**config.mk**
```make
export PLATFORM = sky130hd
export DESIGN_NAME = hdmi_frame_sender
export DESIGN_NICKNAME = d
export VERILOG_FILES = /design/src/rtl/hdmi_frame_sender.sv
export SDC_FILE = /design/constraint.sdc
export NUM_CORES = 1
export LEC_CHECK = 0
export ABC_AREA = 1
export CAP_MARGIN = 15
export CORE_ASPECT_RATIO = 0.75
export CORE_UTILIZATION = 40
export DETAILED_ROUTE_END_ITERATION = 10
export PLACE_DENSITY = 0.69
export SLEW_MARGIN = 10
export SYNTH_ARGS = -nofsm -noshare
export SYNTH_HDL_FRONTEND = slang
export SYNTH_SLANG_ARGS = --single-unit
```
**constraint.sdc**
```tcl
create_clock -name CLK -period 1.5 [get_ports CLK]
set_input_delay 0.15 -clock CLK [delete_from_list [all_inputs] [get_ports CLK]]
set_output_delay 0.15 -clock CLK [all_outputs]
set_load 0.02 [all_outputs]
```
**src/rtl/hdmi_frame_sender.sv**
```systemverilog
// rtl/hdmi_frame_sender.sv - raster timing generator that pulls a ready/valid pixel stream
// and drives registered sync/DE/RGB towards the TMDS encoder.
module hdmi_frame_sender #(
  parameter int H_ACTIVE = 640,
  parameter int H_FP     = 16,
  parameter int H_SYNC   = 96,
  parameter int H_BP     = 48,
  parameter int V_ACTIVE = 480,
  parameter int V_FP     = 10,
  parameter int V_SYNC   = 2,
  parameter int V_BP     = 33,
  parameter bit HS_POL   = 1'b0,
  parameter bit VS_POL   = 1'b0
) (
  input  logic        CLK,
  input  logic        RST,
  input  logic        SENDER_GO,
  output logic        SENDER_RUN,
  input  logic [23:0] PIX_DATA,
  input  logic        PIX_SOF,
  input  logic        PIX_VALID,
  output logic        PIX_READY,
  output logic        VID_HS,
  output logic        VID_VS,
  output logic        VID_DE,
  output logic [23:0] VID_RGB,
  output logic        UNDERFLOW,
  output logic        SOF_ERR
);

  localparam int H_TOTAL = H_ACTIVE + H_FP + H_SYNC + H_BP;
  localparam int V_TOTAL = V_ACTIVE + V_FP + V_SYNC + V_BP;
  localparam int HW = $clog2(H_TOTAL);
  localparam int VW = $clog2(V_TOTAL);

  localparam logic [HW-1:0] H_LAST   = HW'(H_TOTAL - 1);
  localparam logic [HW-1:0] H_ACT_L  = HW'(H_ACTIVE);
  localparam logic [HW-1:0] H_SS     = HW'(H_ACTIVE + H_FP);
  localparam logic [HW-1:0] H_SE     = HW'(H_ACTIVE + H_FP + H_SYNC);
  localparam logic [VW-1:0] V_LAST   = VW'(V_TOTAL - 1);
  localparam logic [VW-1:0] V_ACT_L  = VW'(V_ACTIVE);
  localparam logic [VW-1:0] V_SS     = VW'(V_ACTIVE + V_FP);
  localparam logic [VW-1:0] V_SE     = VW'(V_ACTIVE + V_FP + V_SYNC);

  typedef enum logic {
    S_IDLE,
    S_RUN
  } state_t;

  state_t          state_q, state_d;
  logic [HW-1:0]   h_q, h_d;
  logic [VW-1:0]   v_q, v_d;
  logic            hs_q, hs_d;
  logic            vs_q, vs_d;
  logic            de_q, de_d;
  logic [23:0]     rgb_q, rgb_d;
  logic            uf_q, uf_d;
  logic            sof_err_q, sof_err_d;

  logic running, h_last, v_last, active, hs_region, vs_region;
  logic accept, at_origin, start;

  assign running   = (state_q == S_RUN);
  assign h_last    = (h_q == H_LAST);
  assign v_last    = (v_q == V_LAST);
  assign active    = running && (h_q < H_ACT_L) && (v_q < V_ACT_L);
  assign hs_region = running && (h_q >= H_SS) && (h_q < H_SE);
  assign vs_region = running && (v_q >= V_SS) && (v_q < V_SE);
  assign accept    = active && PIX_VALID;
  assign at_origin = (h_q == '0) && (v_q == '0);
  assign start     = (state_q == S_IDLE) && SENDER_GO;

  // GO is only looked at on the last pixel of a frame, so frames are never truncated.
  always_comb begin
    state_d = state_q;
    h_d     = h_q;
    v_d     = v_q;
    case (state_q)
      S_IDLE: begin
        h_d = '0;
        v_d = '0;
        if (SENDER_GO) begin
          state_d = S_RUN;
        end
      end
      S_RUN: begin
        if (h_last) begin
          h_d = '0;
          if (v_last) begin
            v_d = '0;
            if (!SENDER_GO) begin
              state_d = S_IDLE;
            end
          end else begin
            v_d = v_q + 1'b1;
          end
        end else begin
          h_d = h_q + 1'b1;
        end
      end
      default: begin
        state_d = S_IDLE;
        h_d     = '0;
        v_d     = '0;
      end
    endcase
  end

  // Sticky flags: the clear on a fresh start is applied first so a same-cycle set wins.
  always_comb begin
    hs_d  = hs_region ? HS_POL : ~HS_POL;
    vs_d  = vs_region ? VS_POL : ~VS_POL;
    de_d  = active;
    rgb_d = accept ? PIX_DATA : 24'h0;

    uf_d = start ? 1'b0 : uf_q;
    if (active && !PIX_VALID) begin
      uf_d = 1'b1;
    end

    sof_err_d = start ? 1'b0 : sof_err_q;
    if (accept && (PIX_SOF != at_origin)) begin
      sof_err_d = 1'b1;
    end
  end

  always_ff @(posedge CLK) begin
    if (RST) begin
      state_q   <= S_IDLE;
      h_q       <= '0;
      v_q       <= '0;
      hs_q      <= ~HS_POL;
      vs_q      <= ~VS_POL;
      de_q      <= 1'b0;
      rgb_q     <= 24'h0;
      uf_q      <= 1'b0;
      sof_err_q <= 1'b0;
    end else begin
      state_q   <= state_d;
      h_q       <= h_d;
      v_q       <= v_d;
      hs_q      <= hs_d;
      vs_q      <= vs_d;
      de_q      <= de_d;
      rgb_q     <= rgb_d;
      uf_q      <= uf_d;
      sof_err_q <= sof_err_d;
    end
  end

  assign SENDER_RUN = running;
  assign PIX_READY  = active;
  assign VID_HS     = hs_q;
  assign VID_VS     = vs_q;
  assign VID_DE     = de_q;
  assign VID_RGB    = rgb_q;
  assign UNDERFLOW  = uf_q;
  assign SOF_ERR    = sof_err_q;

endmodule
```
==> flow_metrics.py <==
metrics = {
    "grt": {
        "grt_overflow": 0,
        "grt_usage_pct": 18.3,
        "antenna_found_initial": 0,
        "grt_max_degree": 16,
        "grt_pass1_wl_um": 7940,
        "grt_pass1_vias": 1728,
    },
    "min_path": {
        "min_from": "PIX_DATA[16]",
        "min_path_type": "in -> reg",
        "hold_end": "VID_RGB[16]",
        "whs_path_depth": 3,
    },
    "timing": {
        "fin_ws_ps": 72.3,
        "finClkSkew_ps": 6.09,
        "period_minus_slack_ps": 1430,
        "worst_pin_slew_ps": 305,
        "setup_viol": 0,
        "hold_viol": 0,
        "min_period_over_period_pct": 95.2,
        "slew_viol_final": 0,
        "fin_setup_tns_ps": 0,
        "rsz0062_at_grt": "no",
        "clock.fmax_mhz": 700,
        "slew_headroom_pct": 79.5,
    },
    "floorplan": {
        "rows": 22,
        "die_x_um": 86.9,
        "die_area_um2": 5700,
        "initial_core_util_pct": 42.9,
        "pin_count": 60,
        "coreArea_um2": 5040,
        "die_y_um": 65.7,
    },
    "place": {
        "hpwl_um": 3810,
        "dp_slack_ps": 27.0,
        "place.gp.congestion": 0.921,
        "dp.cells": 439,
        "port-buffer-count": 59,
    },
    "logic_synthesis": {
        "synth_top_area_cell": "dfxtp_1",
        "synth_top_cell_area_share_pct": 46.3,
        "netlist_top_cells_area": "dfxtp_1 (46%), inv_1 (10%), nand2_1 (8.2%)",
        "ys_seq_area_share_pct": 46.3,
        "synth_cell_types": 20,
        "synth_area_um2": 2160,
        "netlist_instances": 290,
        "syn_nets": 323,
        "yosysWarnings": 0,
        "synth-seq-cells": 50,
        "syn_area_per_cell_um2": 7.45,
    },
    "final_layout": {
        "final_cell_mix": "inv_1 (59), clkdlybuf4s50_1 (57), nand2_1 (46)",
        "n_antenna_cell": 0,
        "nNetsFinal": 408,
        "syn_to_final_growth_pct": 43.9,
        "drive_gt1_share_pct": 20.5,
        "layout_commonest_cell": "inv_1",
        "final_cells": 448,
        "utilization_pct": 61.7,
    },
    "drt": {
        "via_per_inst": 4.36,
        "avgRoutedWirePerCell_um": 10.8,
        "drtPass1Iterations": 4,
        "drc": 0,
        "drt_wl_total_um": 4850,
        "vias": 1954,
        "postRouteAntennaNets": 0,
        "drt-initial-drc-count": 95,
    },
    "critical_path": {
        "path_class": "reg -> out",
        "crit_arrival_ps": 1280,
        "critPathRequiredTime_ps": 1350,
        "worstSetupStartpointType": "flop",
        "worstReg2RegEnd": "v_q[3]",
        "ff2ff_path_depth": 9,
        "critPathMaxStageDelay_ps": 620,
        "worst_setup_path_end_kind": "primary output",
        "cp_slowest_cell": "clkdlybuf4s50_1",
        "path_cells": "clkdlybuf4s50_1",
        "critPathBufInv": 1,
        "worst_path_dominant_cell_family": "buffers and inverters",
        "crit_path_max_fanout": 2,
        "regToRegSetupSlack_ps": 130,
        "cp.depth": 1,
        "r2r-start": "v_q[2]",
    },
    "pwr": {
        "power_frac_seq_pct": 54.5,
        "peakVddDrop_mv": 0.578,
        "swShare_pct": 24.6,
        "powerDensity_nw_per_um2": 805,
        "total_power_mw": 2.51,
        "leakage_nw": 1.36,
        "power_frac_comb_pct": 12.6,
        "switchingPower_mw": 0.616,
        "clockPowerShare_pct": 32.9,
        "p_int_mw": 1.89,
    },
    "flow_run": {
        "cap_violations": 0,
    },
    "clock_network": {
        "clockBufferDepth": 2,
        "clkLatencyLatePin_ps": 300,
        "cts_root_buf": "clkbuf_8",
        "clock-sinks": 50,
        "ctsHoldBuffers": 0,
        "cts_made_buffers": 5,
        "cts_tree": "done",
        "htreeDepth": 2,
        "cts.clk_slew.worst_paths_ps": 90,
    },
    "outcome": {
        "status": "finished clean",
    },
}
cell families after synthesis:
kind of cell / after synthesis / share of synthesized area [%]
xor+xnor: 1 / 0.405
buf+inv: 65 / 12.4
fa+ha+maj: 4 / 2.32
simple gates: 150 / 33.7
compound gates: 20 / 4.81
flops: 50 / 46.3
registers in the layout, indices dropped and copies added, names as in the netlist:
signal / flops
v_q: 10
VID_VS: 1
SENDER_RUN: 1
VID_DE: 1
VID_HS: 1
h_q: 10
SOF_ERR: 1
VID_RGB: 24
UNDERFLOW: 1
metrics by stage:
step	cell area, um^2	hold WS [ps]
after global placement	2990	462
after detailed placement	2990	463
after global routing	3110	357
final	3110	372
after floorplan	2160	219
after CTS	3090	362
how the worst max path moves through the flow:
| stage | slack (ps) | endpoint | startpoint |
|---|---|---|---|
| finish | 70 | UNDERFLOW | UNDERFLOW |
| global route | 0.04 | v_q[3] | v_q[2] |
| CTS | 20 | PIX_READY | h_q[8] |
| detailed placement | 30 | PIX_READY | h_q[8] |
| global placement | 70 | PIX_READY | h_q[8] |
| floorplan | 130 | VID_RGB[10] | SENDER_RUN |
final cells by class:
class	instances	area, um^2
fillers	450	1930
flip-flops and latches	50	1010
multi-input cells	175	911
repair buffers	81	774
inverters	62	233
well taps	72	90.1
clock buffers	6	82.6
clock inverters	2	12.5
synthesized netlist by cell type, drive strengths merged:
master   number
nor2         65
inv          62
dfxtp        50
nand2        49
nand3        24
a21oi        13
nand4         7
o21ai         6
ha            4
nor3          4
buf           2
clkbuf        1
o2111ai       1
or2           1
xor2          1
worst min-delay path: stages:
cell,delay (ps)
clkdlybuf4s50_1,400
inv_1,50
nor2_1,40
repair_timing:
action / 4_1_cts / 5_1_grt
setup endpoints to repair: 2 / 10
hold endpoints to repair: 0 / 0
gates resized for setup: 6 / 11
pin swaps: 0 / 1
setup buffers: 0 / 1
power groups by stage:
stage	sequential [mW]	clock, mW	combinational, mW
CTS	1.37	0.849	0.317
finish	1.37	0.824	0.315
global route	1.37	0.924	0.343
global placement	1.40	0	0.318
detailed placement	1.40	0	0.318
floorplan	1.43	0	0.114
per-layer routing:
layer | global-route usage (%) | up-vias | wire length, um | part of all wire (%)
met5 | 0 | - | 0 | 0
met4 | 6.25 | 0 | 46 | 0.95
met3 | 4.52 | 5 | 241 | 5.0
met2 | 25.8 | 37 | 2050 | 42
met1 | 26.8 | 868 | 2520 | 52
li1 | - | 1044 | - | -
Note: power is estimated with default switching activity, not from simulation.
